**config.mk**
```make
export PLATFORM = sky130hd
export DESIGN_NAME = cte_stream
export DESIGN_NICKNAME = d
export VERILOG_FILES = /design/src/rtl/cte_stream.sv
export SDC_FILE = /design/constraint.sdc
export NUM_CORES = 1
export LEC_CHECK = 0
export BUFFER_PORTS_ARGS = -buffer_cell sky130_fd_sc_hd__buf_2
export CAP_MARGIN = 20
export CORE_MARGIN = 3
export CORE_UTILIZATION = 45
export CTS_BUF_LIST = sky130_fd_sc_hd__clkbuf_2
export DETAILED_ROUTE_END_ITERATION = 16
export GPL_TIMING_DRIVEN = 0
export HOLD_SLACK_MARGIN = 0.08
export PLACE_DENSITY_LB_ADDON = 0.1
export REMOVE_ABC_BUFFERS = 1
export SYNTH_ARGS = -nofsm -noshare
export SYNTH_HDL_FRONTEND = slang
export SYNTH_SLANG_ARGS = --single-unit
```
**constraint.sdc**
```tcl
create_clock -name clk -period 19.6 [get_ports clk]
set_clock_uncertainty 0.15 [all_clocks]
set_input_delay 4.9 -clock clk [delete_from_list [all_inputs] [get_ports clk]]
set_output_delay 4.9 -clock clk [all_outputs]
set_load 0.01 [all_outputs]
```
**src/rtl/cte_stream.sv**
```systemverilog
// Streaming YUV<->RGB colour-space converter: beat-grouping FSM, one compute stage, output FIFO.
// Define CTE_STREAM_SAT_EN to add the sticky saturation flag (sat_flag / sat_clr).
//   state  | meaning
//   IDLE   | no group open; next beat starts a group in the mode sampled from op_mode
//   Y2R_U  | expecting U (first beat, entered from IDLE)
//   Y2R_Y0 | expecting Y0
//   Y2R_V  | expecting V; emits RGB for Y0
//   Y2R_Y1 | expecting Y1; emits RGB for Y1, closes group
//   R2Y_P0 | expecting pixel 0 (first beat, entered from IDLE); emits U, Y0
//   R2Y_P1 | expecting pixel 1; emits V, Y1, closes group
module cte_stream #(
    parameter int PIX_BW     = 8,
    parameter int FRAC_BW    = 3,
    parameter int COEF_FRAC  = 10,
    parameter int FIFO_DEPTH = 4
) (
    input  logic                clk,
    input  logic                reset,
    input  logic                op_mode,
    input  logic                in_valid,
    output logic                in_ready,
    input  logic [PIX_BW-1:0]   yuv_in,
    input  logic [3*PIX_BW-1:0] rgb_in,
    output logic                out_valid,
    input  logic                out_ready,
    output logic [3*PIX_BW-1:0] rgb_out,
    output logic [PIX_BW-1:0]   yuv_out
`ifdef CTE_STREAM_SAT_EN
    ,
    output logic                sat_flag,
    input  logic                sat_clr
`endif
);
    localparam int EW = 3 * PIX_BW;
    localparam int IW = PIX_BW + FRAC_BW + 3;
    localparam int CW = PIX_BW + COEF_FRAC + 3;
    localparam int XW = (CW > IW) ? CW : IW;
    localparam int AW = $clog2(FIFO_DEPTH);

    localparam logic signed [IW-1:0] K_RV  = IW'((13 * (2 ** FRAC_BW) + 4) / 8);
    localparam logic signed [IW-1:0] K_GU  = IW'((2 ** FRAC_BW + 2) / 4);
    localparam logic signed [IW-1:0] K_GV  = IW'((3 * (2 ** FRAC_BW) + 2) / 4);
    localparam logic signed [IW-1:0] K_BU  = IW'(2 * (2 ** FRAC_BW));
    localparam logic signed [IW-1:0] RND_Y = IW'(2 ** (FRAC_BW - 1));

    localparam logic signed [CW-1:0] K_YR  = CW'(306 * (2 ** COEF_FRAC) / 1024);
    localparam logic signed [CW-1:0] K_YG  = CW'(601 * (2 ** COEF_FRAC) / 1024);
    localparam logic signed [CW-1:0] K_YB  = CW'(117 * (2 ** COEF_FRAC) / 1024);
    localparam logic signed [CW-1:0] K_UR  = CW'(-173 * (2 ** COEF_FRAC) / 1024);
    localparam logic signed [CW-1:0] K_UG  = CW'(-339 * (2 ** COEF_FRAC) / 1024);
    localparam logic signed [CW-1:0] K_UB  = CW'(512 * (2 ** COEF_FRAC) / 1024);
    localparam logic signed [CW-1:0] K_VR  = CW'(512 * (2 ** COEF_FRAC) / 1024);
    localparam logic signed [CW-1:0] K_VG  = CW'(-429 * (2 ** COEF_FRAC) / 1024);
    localparam logic signed [CW-1:0] K_VB  = CW'(-83 * (2 ** COEF_FRAC) / 1024);
    localparam logic signed [CW-1:0] RND_C = CW'(2 ** (COEF_FRAC - 1));

    localparam logic signed [XW-1:0] MAX_U = XW'(2 ** PIX_BW - 1);
    localparam logic signed [XW-1:0] MAX_S = XW'(2 ** (PIX_BW - 1) - 1);
    localparam logic signed [XW-1:0] MIN_S = XW'(-(2 ** (PIX_BW - 1)));

    typedef enum logic [2:0] {IDLE, Y2R_U, Y2R_Y0, Y2R_V, Y2R_Y1, R2Y_P0, R2Y_P1} state_t;

    state_t                   state_q, state_d, st_eff;
    logic signed [PIX_BW-1:0] u_q, u_d, v_q, v_d;
    logic [PIX_BW-1:0]        y0_q, y0_d;
    logic [1:0]               stg_cnt_q, stg_cnt_d;
    logic [EW-1:0]            stg0_q, stg0_d, stg1_q, stg1_d;
    logic [EW-1:0]            mem [FIFO_DEPTH];
    logic [AW-1:0]            wr_ptr_q, rd_ptr_q;
    logic [AW:0]              cnt_q;
    logic [AW+1:0]            used;
    logic                     in_fire, out_fire;
    logic signed [IW-1:0]     y_s, u_s, v_s, r_raw, g_raw, b_raw;
    logic signed [CW-1:0]     cr, cg, cb, yy_raw, uu_raw, vv_raw;
    logic signed [XW-1:0]     r_w, g_w, b_w, yy_w, ch_w;
    logic [PIX_BW-1:0]        r_c, g_c, b_c, yy_c, ch_c;

    function automatic logic [PIX_BW-1:0] clamp_u(input logic signed [XW-1:0] x);
        if (x[XW-1]) return '0;
        if (x > MAX_U) return '1;
        return x[PIX_BW-1:0];
    endfunction

    function automatic logic [PIX_BW-1:0] clamp_s(input logic signed [XW-1:0] x);
        if (x < MIN_S) return MIN_S[PIX_BW-1:0];
        if (x > MAX_S) return MAX_S[PIX_BW-1:0];
        return x[PIX_BW-1:0];
    endfunction

    // Stage and FIFO together never hold more than FIFO_DEPTH entries, so the stage always drains.
    assign used      = {1'b0, cnt_q} + (AW+2)'(stg_cnt_q);
    assign in_ready  = !reset && (used <= (AW+2)'(FIFO_DEPTH - 2));
    assign in_fire   = in_valid && in_ready;
    assign out_valid = (cnt_q != '0);
    assign out_fire  = out_valid && out_ready;
    assign rgb_out   = out_valid ? mem[rd_ptr_q] : '0;
    assign yuv_out   = rgb_out[PIX_BW-1:0];

    // The first beat of a group is processed in the entry state chosen by op_mode.
    assign st_eff = (state_q == IDLE) ? (op_mode ? R2Y_P0 : Y2R_U) : state_q;

    always_comb begin
        y_s    = (st_eff == Y2R_V) ? $signed(IW'(y0_q)) : $signed(IW'(yuv_in));
        u_s    = IW'(u_q);
        v_s    = (st_eff == Y2R_V) ? IW'($signed(yuv_in)) : IW'(v_q);
        r_raw  = (y_s <<< FRAC_BW) + K_RV * v_s + RND_Y;
        g_raw  = (y_s <<< FRAC_BW) - K_GU * u_s - K_GV * v_s + RND_Y;
        b_raw  = (y_s <<< FRAC_BW) + K_BU * u_s + RND_Y;
        r_w    = XW'(r_raw >>> FRAC_BW);
        g_w    = XW'(g_raw >>> FRAC_BW);
        b_w    = XW'(b_raw >>> FRAC_BW);
        cr     = $signed(CW'(rgb_in[3*PIX_BW-1 -: PIX_BW]));
        cg     = $signed(CW'(rgb_in[2*PIX_BW-1 -: PIX_BW]));
        cb     = $signed(CW'(rgb_in[PIX_BW-1:0]));
        yy_raw = K_YR * cr + K_YG * cg + K_YB * cb + RND_C;
        uu_raw = K_UR * cr + K_UG * cg + K_UB * cb + RND_C;
        vv_raw = K_VR * cr + K_VG * cg + K_VB * cb + RND_C;
        yy_w   = XW'(yy_raw >>> COEF_FRAC);
        ch_w   = XW'(((st_eff == R2Y_P1) ? vv_raw : uu_raw) >>> COEF_FRAC);
        r_c    = clamp_u(r_w);
        g_c    = clamp_u(g_w);
        b_c    = clamp_u(b_w);
        yy_c   = clamp_u(yy_w);
        ch_c   = clamp_s(ch_w);
    end

    always_comb begin
        state_d   = state_q;
        u_d       = u_q;
        v_d       = v_q;
        y0_d      = y0_q;
        stg_cnt_d = 2'd0;
        stg0_d    = stg0_q;
        stg1_d    = stg1_q;
        if (in_fire) begin
            case (st_eff)
                Y2R_U: begin
                    u_d     = $signed(yuv_in);
                    state_d = Y2R_Y0;
                end
                Y2R_Y0: begin
                    y0_d    = yuv_in;
                    state_d = Y2R_V;
                end
                Y2R_V: begin
                    v_d       = $signed(yuv_in);
                    stg0_d    = {r_c, g_c, b_c};
                    stg_cnt_d = 2'd1;
                    state_d   = Y2R_Y1;
                end
                Y2R_Y1: begin
                    stg0_d    = {r_c, g_c, b_c};
                    stg_cnt_d = 2'd1;
                    state_d   = IDLE;
                end
                R2Y_P0: begin
                    stg0_d    = EW'(ch_c);
                    stg1_d    = EW'(yy_c);
                    stg_cnt_d = 2'd2;
                    state_d   = R2Y_P1;
                end
                R2Y_P1: begin
                    stg0_d    = EW'(ch_c);
                    stg1_d    = EW'(yy_c);
                    stg_cnt_d = 2'd2;
                    state_d   = IDLE;
                end
                default: state_d = IDLE;
            endcase
        end
    end

    always_ff @(posedge clk) begin
        if (reset) begin
            state_q   <= IDLE;
            u_q       <= '0;
            v_q       <= '0;
            y0_q      <= '0;
            stg_cnt_q <= '0;
            stg0_q    <= '0;
            stg1_q    <= '0;
            wr_ptr_q  <= '0;
            rd_ptr_q  <= '0;
            cnt_q     <= '0;
        end else begin
            state_q   <= state_d;
            u_q       <= u_d;
            v_q       <= v_d;
            y0_q      <= y0_d;
            stg_cnt_q <= stg_cnt_d;
            stg0_q    <= stg0_d;
            stg1_q    <= stg1_d;
            wr_ptr_q  <= wr_ptr_q + AW'(stg_cnt_q);
            if (out_fire) rd_ptr_q <= rd_ptr_q + AW'(1);
            cnt_q     <= cnt_q + (AW+1)'(stg_cnt_q) - (AW+1)'(out_fire);
        end
    end

    always_ff @(posedge clk) begin
        if (!reset && stg_cnt_q != 2'd0) begin
            mem[wr_ptr_q] <= stg0_q;
            if (stg_cnt_q == 2'd2) mem[wr_ptr_q + AW'(1)] <= stg1_q;
        end
    end

`ifdef CTE_STREAM_SAT_EN
    logic sat_hit, sat_q;

    function automatic logic oor_u(input logic signed [XW-1:0] x);
        return x[XW-1] || (x > MAX_U);
    endfunction

    function automatic logic oor_s(input logic signed [XW-1:0] x);
        return (x < MIN_S) || (x > MAX_S);
    endfunction

    always_comb begin
        sat_hit = 1'b0;
        if (in_fire) begin
            case (st_eff)
                Y2R_V, Y2R_Y1:  sat_hit = oor_u(r_w) || oor_u(g_w) || oor_u(b_w);
                R2Y_P0, R2Y_P1: sat_hit = oor_u(yy_w) || oor_s(ch_w);
                default:        sat_hit = 1'b0;
            endcase
        end
    end

    always_ff @(posedge clk) begin
        if (reset || sat_clr) sat_q <= 1'b0;
        else if (sat_hit)     sat_q <= 1'b1;
    end

    assign sat_flag = sat_q;
`endif
endmodule

```
# Word level (Yosys, flattened, before mapping)
# Memory sizes are Yosys's and may differ from the RTL's. A register that Yosys moved wholly into a read port is not among the register bits.
# Cells that the tools add are included.
# word_totals
wordCells,125
n_memories,1
register_bits,68
output_inout_bits,34
mem_bits_rw,96
# mem_list
memory,depth,width,rd,rd_ports_with_merged_regs,wr,line,rtl
mem,4,24,1,1,2,68,logic [EW-1:0] mem [FIFO_DEPTH];
# op_classes
reduce_logical,17
n_eq_ne,7
addsub,22
n_mux,51
multipliers,9
bitwise_logic,1
order_cmp,7
# ops
op,n
2-to-1 mux 8 bit,21
case mux 24 bit (2 select lines),1
> comparator 11 x 9 -> 1 bit (second input constant),4
adder 21 x 11 -> 21 bit (second input constant),2
adder 18 x 19 -> 20 bit,2
multiplier 10 x 9 -> 19 bit (first input constant),2
adder 14 x 4 -> 14 bit (second input constant),2
2-to-1 mux 24 bit,1
adder 20 x 10 -> 21 bit (second input constant),1
adder 20 x 17 -> 21 bit,1
adder 20 x 18 -> 21 bit,1
2-to-1 mux 21 bit,1
adder 19 x 15 -> 20 bit,1
2-to-1 mux 1 bit,20
adder 17 x 18 -> 19 bit,1
multiplier 10 x 8 -> 18 bit (first input constant),1
multiplier 9 x 9 -> 18 bit (first input constant),1
multiplier 8 x 9 -> 17 bit (first input constant),1
multiplier 8 x 8 -> 16 bit (first input constant),1
multiplier 7 x 8 -> 15 bit (first input constant),1
adder 12 x 14 -> 14 bit,1
adder 13 x 4 -> 14 bit (second input constant),1
multiplier 3 x 14 -> 13 bit (first input constant),1
multiplier 5 x 14 -> 14 bit (first input constant),1
28 further kinds,44

# Logic depth before layout (Yosys ltp)
# Gate-level depths: netlist of run 1.
# depth
depth_word,13
ltp_mapped,25
ltp_nobuf,25

# Worst setup path before layout of run 1
# No wires, ideal clock.
# synth_timing
kind,input port to flip-flop
start,in rgb_in[8]
end,reg stg0_q[1]
required_time_ns,19.347
setup_slack_ns,8.523
path_stages,19
setup_ns,0.103
n_path_buf,0
t_arrival_ns,10.824
cell_sequence,fa_1 -> fa_1 -> inv_1 -> fa_1 -> fa_1 -> fa_1 -> inv_1 -> fa_1 -> ha_1 -> ha_1 -> a21o_1 -> a21oi_2 -> inv_2 -> a41oi_1 -> a21oi_2 -> or2_1 -> a2111oi_4 -> a211oi_1 -> a2111oi_2
# synth_via
elab_chain_len,11
word_cells_on_any_way,18
cone_classes,6 x add/sub; 2 x mul; 2 x order compare; 8 x mux
# synth_rtl
element,line,rtl
"start, declared",23,"input logic [3*PIX_BW-1:0] rgb_in,"
"multiplier 10 x 9 -> 19 bit, on equally long branches","116, 117",
"adder 18 x 19 -> 20 bit, on equally long branches","116, 117",
adder 20 x 18 -> 21 bit or adder 20 x 17 -> 21 bit (tied branches),"116, 117",
"adder 21 x 11 -> 21 bit, on equally long branches","116, 117",
2-to-1 mux 21 bit (*),119,ch_w = XW'(((st_eff == R2Y_P1) ? vv_raw : uu_raw) >>> COEF_FRAC);
> comparator 11 x 8 -> 1 bit,86,if (x > MAX_S) return MAX_S[PIX_BW-1:0];
2-to-1 mux 1 bit (2 in a row),86,
2-to-1 mux 8 bit,87,return x[PIX_BW-1:0];
2-to-1 mux 8 bit (*),86,
case mux 24 bit (2 select lines) (*),136,case (st_eff)
"end signal, assigned",191,stg0_q <= stg0_d;
"end, declared",67,"logic [EW-1:0] stg0_q, stg0_d, stg1_q, stg1_d;"
# Mark *: on every way between the ends. The rest lies on a longest branch, timed or not. The select of a mux whose other input is x is not followed.
# A chain may end at the register's enable or synchronous reset.

# Worst setup path in the final report of run 1
# Ends and elaborated chain as after synthesis.

==> impl_metrics.csv, run 1 <==
group,metric,value,unit
detailed_routing,routed_wl,50.6,mm
timing,setup_viol,0,
detailed_routing,antenna_left,0,
clock_tree,clkLatencyLatePin,0.77,ns
timing,slew_headroom,33.4,%
timing,finalHoldViolCount,0,
detailed_routing,viasPerCell,5.26,
timing,setup-tns-final,0,ns
hold_path,min_path_type,"flop to flop",
worst_setup_path,worst-endpoint-required,20.13,ns
finish,post_route_cells_drive_above_1_share,8.70,%
finish,final_nets,2719,
grt,antenna_found_initial,1,
floorplanning,pin_count,71,
timing,slew_violations,0,
place,place_congestion,0.910,
worst_setup_path,worstSetupPathType,"input port to flop",
place,dp_hpwl,42.4,mm
yosys,synth-main-ff-cell,"dfxtp_1",
grt,grtUsageTotal,21.2,%
yosys,synth_top_area_share,25.8,%
yosys,syn_inst,2007,
yosys,synth-seq-area-share,17.5,%
grt,grt_pass1_vias,14700,
floorplanning,die_area,48800,µm²
clock_tree,root_buffer,"clkbuf_2",
clock_tree,cts_buffer_depth,2,
detailed_routing,num_vias,14100,
yosys,yosys_warnings,0,
outcome,status,"completed",
timing,period_share,57.0,%
floorplanning,rows,78,
yosys,yosysTopAreaCell,"fa_1",
timing,period_needed,11.17,ns
detailed_routing,firstDrtPassIters,5,
yosys,ys_seq_elements,166,
clock_tree,postCtsSetupBuffers,0,
floorplanning,die_h,221,µm
place,port_buffers,70,
clock_tree,clk_pin_slew,0.27,ns
yosys,synthTopCellsByArea,"fa_1 26%, ha_1 22%, dfxtp_1 13%",
worst_setup_path,end_kind,"flop",
clock_tree,ctsHoldBuffers,0,
yosys,synth-async-reset-ratio,0,%
finish,syn_to_final_growth,6.48,%
worst_setup_path,rrSetupSlack,13.58,ns
yosys,synth_cell_types,79,
floorplanning,fp.dieW,221,µm
worst_setup_path,critPathLaunchType,"input port",
grt,gr-total-overflow,0,
yosys,synth_area,20800,µm²
timing,tightest_slew,0.992,ns
yosys,synthTopCellsByCount,"422 x inv_1, 358 x ha_1, 268 x fa_1",
worst_setup_path,path_max_fanout,11,
detailed_routing,routedWlPerCell,18.9,µm
yosys,synth_edf_count,32,
clock_tree,cts_tree,"done",
grt,grt_first_pass_wirelength,81.7,mm
clock_tree,cts_sinks,166,
yosys,synth_most_common_cell,"inv_1",
detailed_routing,drt_iter0_markers,796,
timing,timing.fmax,89.6,MHz
yosys,avgSynthCellArea,10.3,µm²
clock_tree,cts-resized-gates,0,
worst_setup_path,critPathArrivalTime,11.70,ns
clock_tree,cts_max_level,4,
run,drv_cap,0,
detailed_routing,drc,0,
grt,grt_max_degree,47,
floorplanning,core_area,45500,µm²
timing,rsz0062_at_grt,"no",
clock_tree,numCtsBuffers,17,
floorplanning,start_util,45.7,%
==> cell families after synthesis <==
family          share of synthesized area, %
fa+ha+maj                               47.5
buf+inv                                 8.79
compound gates                          11.8
simple gates                            6.83
flops                                   17.5
xor+xnor                                3.15
mux                                     4.45
==> worst paths after layout <==
kind / depth (start not counted) / end / from
setup reg to reg: 21 / stg0_q[9] / state_q[0]
hold / removal: 1 / mem[3][13] / mem[3][13]
hold reg to reg: 1 / mem[3][13] / mem[3][13]
setup / recovery: 20 / stg0_q[1] / rgb_in[8]
==> sequential cells by signal (all words and copies together) (netlist names), named ones only <==
name       cells
mem           96
stg0_q        24
stg1_q         8
u_q            8
v_q            8
y0_q           8
cnt_q          3
state_q        3
rd_ptr_q       2
stg_cnt_q      2
wr_ptr_q       2
==> cell type report <==
type / instances / area, µm²
clock inverters: 15 / 183
diodes: 1 / 2.50
clock buffers: 17 / 85.1
inverters: 423 / 1590
repair buffers: 83 / 531
fillers: 4277 / 23400
flip-flops and latches: 166 / 3640
well taps: 600 / 751
multi-input cells: 1365 / 15300
==> critical path, stage by stage <==
cell	delay, ns
buf_2	0.25
fa_1	0.81
fa_1	0.53
inv_1	0.28
fa_1	0.67
fa_1	0.48
fa_1	0.55
inv_1	0.06
fa_1	0.47
ha_1	0.31
ha_1	0.38
a21o_1	0.22
a21oi_2	0.18
inv_2	0.04
a41oi_1	0.23
a21oi_2	0.12
or2_1	0.27
a211oi_1	0.39
o21ai_2	0.22
a2111oi_2	0.32
==> per-stage QoR <==
step | cells | cell area [µm²] | hold slack [ns] | worst slack (ns) | utilization, %
after floorplan | 1954 | 20500 | 0.287 | 8.52 | -
after global placement | 2624 | 21600 | 0.301 | 7.54 | 47.6
after detailed placement | 2636 | 21800 | 0.299 | 7.60 | 48.0
after CTS | 2668 | 22100 | 0.362 | 8.44 | 48.6
after global routing | 2670 | 22100 | 0.372 | 7.96 | 48.6
final | 2670 | 22100 | 0.360 | 8.43 | 48.6
==> cell usage in the layout, fill, tap and decap left out, drive strengths merged, types with 3 or more instances in the layout <==
cell type,count
a2111oi,6
a211o,3
a211oi,19
a21o,20
a21oi,65
a221oi,18
a22o,96
a31o,3
a31oi,4
a41oi,3
and2,32
and3,4
buf,83
clkbuf,17
clkinv,6
dfxtp,134
edfxtp,32
fa,268
ha,358
inv,430
mux2i,36
mux4,24
nand2,74
nand2b,7
nand3,16
nand4,6
nor2,85
nor2b,11
nor3,13
nor3b,9
o211ai,3
o21a,7
o21ai,30
o21bai,22
or2,8
or3,12
xnor2,51
xor2,21
==> per-layer routing <==
metal / global-route usage (%) / share of wire (%)
met1: 31.5 / 50
met2: 34.0 / 45
met3: 3.22 / 4.0
met4: 2.74 / 0.90
met5: 0 / 0
Power of run 1 is left out: the tool's default activity adds up to more than one toggle a clock period on the data nets, which glitch-free logic cannot reach.
==> run 2: changes to the inputs <==
Settings changed: ABC_AREA set to 1.
Clock period 19.6 ns to 9.6 ns, I/O delays scaled along.
==> impl_metrics.csv, run 2 <==
group,metric,value,unit
finish,fillCellCount,4668,
yosys,synth_top_family_by_area,"adder cells",
yosys,avgSynthCellArea,8.39,µm²
grt,grt_pass1_vias,16800,
yosys,synth_simple_gate_area_share,10.7,%
detailed_routing,firstDrtPassIters,5,
yosys,synth-main-ff-cell,"dfxtp_1",
timing,rsz0062_at_grt,"no",
yosys,synth_most_common_cell,"inv_1",
worst_setup_path,rr_worst_depth,22,
outcome,status,"completed",
floorplanning,pin_count,71,
place,place_congestion,0.899,
detailed_routing,met1Wirelength,24.7,mm
detailed_routing,drt_iter0_markers,867,
finish,top_regs,"mem (96), stg0_q (24)",
grt,grt_max_degree,50,
worst_setup_path,end_kind,"flop",
worst_setup_path,path_max_fanout,12,
finish,post-route-util,48.5,%
finish,largest_reg_flops,96,
finish,final_nets,3258,
finish,ff_latch_area,3640,µm²
floorplanning,fp.dieW,224,µm
run,drv_cap,0,
timing,slew_headroom,26.5,%
grt,antenna_found_initial,1,
yosys,synth_area,21400,µm²
yosys,ys_seq_elements,166,
detailed_routing,num_vias,16400,
hold_path,hold_depth,2,
floorplanning,die_h,224,µm
yosys,synthXorXnorAreaFrac,2.25,%
clock_tree,ctsHoldBuffers,0,
clock_tree,cts_sinks,166,
detailed_routing,routedWlPerCell,17.1,µm
floorplanning,rows,79,
yosys,synth-async-reset-ratio,0,%
timing,slew_violations,0,
yosys,synthMuxAreaShare,0,%
yosys,synth_edf_count,32,
clock_tree,cts_buffer_depth,2,
timing,setup-tns-final,0,ns
detailed_routing,antenna_left,0,
place,place_ws,0.270,ns
clock_tree,root_buffer,"clkbuf_2",
yosys,yosys_warnings,0,
detailed_routing,routed_wl,55.0,mm
yosys,yosys.area_share.adder,45.9,%
timing,period_share,88.4,%
finish,post_route_cells_drive_above_1_share,5.44,%
worst_setup_path,rrSetupSlack,3.92,ns
yosys,synthTopCellsByArea,"fa_1 25%, ha_1 21%, dfxtp_1 13%",
floorplanning,start_util,45.8,%
timing,timing.fmax,118,MHz
clock_tree,postCtsSetupBuffers,0,
clock_tree,cts_max_level,4,
grt,gr-total-overflow,0,
finish,stdcell_area,22700,µm²
worst_setup_path,worst-endpoint-required,10.15,ns
clock_tree,cts_tree,"done",
floorplanning,die_area,50300,µm²
floorplanning,core_area,46900,µm²
timing,setup_viol,0,
finish,regMostFlops,"mem",
timing,period_needed,8.49,ns
timing,fin_ws,1.11,ns
finish,syn_to_final_growth,6.02,%
detailed_routing,met3_length,1.41,mm
finish,mostFrequentLayoutCells,"600 x inv_1, 358 x ha_1, 300 x nand2_1",
worst_setup_path,worstSetupPathType,"input port to flop",
yosys,synth_compound_area_share,12.2,%
yosys,syn_inst,2555,
place,port_buffers,70,
detailed_routing,highest_layer,"met4",
place,dp_hpwl,46.3,mm
yosys,synth_top_area_share,25.0,%
timing,tightest_slew,1.10,ns
timing,finalHoldViolCount,0,
clock_tree,cts-resized-gates,0,
finish,multi_input_area,15200,µm²
yosys,yosysTopAreaCell,"fa_1",
worst_setup_path,critPathLaunchType,"input port",
finish,final_common_cell,"inv_1",
clock_tree,clk_pin_slew,0.23,ns
hold_path,min_path_type,"flop to flop",
worst_setup_path,critPathArrivalTime,9.04,ns
detailed_routing,route.met2.wl,27.0,mm
grt,grt_first_pass_wirelength,88.0,mm
place,placed_area,22400,µm²
yosys,synth_cell_types,43,
yosys,synthTopCellsByCount,"600 x inv_1, 358 x ha_1, 300 x nand2_1",
detailed_routing,viasPerCell,5.11,
clock_tree,numCtsBuffers,17,
clock_tree,clkLatencyLatePin,0.79,ns
grt,grtUsageTotal,22.3,%
yosys,synth-seq-area-share,17.0,%
detailed_routing,drc,0,
## run 2: cell count changes after synthesis, moves of 64 or more
cell / before / now
nand2_1: 74 / 300
inv_1: 422 / 600
a22o_1: 96 / 0
a21oi_1: 60 / 189
nand3_1: 15 / 92
o22ai_1: 0 / 64
o21ai_0: 24 / 166
## run 2: logic make-up (layout without fill, tap and decap cells)
family          Yosys count  count (layout)
flops                   166             166
xor+xnor                 55              55
simple gates            554             554
other cells               0               1
compound gates          480             480
fa+ha+maj               626             626
buf+inv                 674             727
## run 2: final cells by class
cell class / count / share of cell area, %
Multi-Input combinational cell: 1715 / 67.0
Sequential cell: 166 / 16.0
Inverter: 612 / 10.1
Tap cell: 607 / 3.34
Timing Repair Buffer: 83 / 2.54
Clock inverter: 13 / 0.534
Clock buffer: 19 / 0.418
Antenna cell: 1 / 0.0110
## run 2: path summary, 6_finish.rpt
| check | endpoint | from |
|---|---|---|
| worst min register to register | v_q[5] | v_q[5] |
| worst min-delay path | v_q[5] | v_q[5] |
| worst max-delay path | stg0_q[6] | rgb_in[8] |
| worst max register to register | stg0_q[12] | state_q[0] |
## run 2: per-stage QoR
step | hold slack (ns) | instances
after global routing | 0.338 | 3216
after CTS | 0.312 | 3209
after detailed placement | 0.288 | 3177
after global placement | 0.280 | 3170
after floorplan | 0.271 | 2493
final | 0.312 | 3216
## run 2: worst max-delay path, cell delays in order
cell,delay [ns]
buf_2,0.23
fa_1,0.82
fa_1,0.57
inv_1,0.29
fa_1,0.62
inv_1,0.08
fa_1,0.52
inv_1,0.07
fa_1,0.54
inv_1,0.06
fa_1,0.46
ha_1,0.32
ha_1,0.35
nand3_1,0.13
nor3_1,0.37
nand4_1,0.23
nand3_1,0.15
nand2_1,0.06
nand3_1,0.20
nand2_1,0.10
nand2_1,0.19
nand2_1,0.08
nand2_1,0.11
a21oi_1,0.06
## run 2: routing by layer
| metal | vias to the layer above | global-route usage, % |
|---|---|---|
| met4 | 0 | 7.53 |
| met1 | 7891 | 29.0 |
| met3 | 80 | 2.02 |
| met2 | 254 | 39.2 |
| met5 | - | 0 |
| li1 | 8217 | - |
Power of run 2 is left out for the same reason.
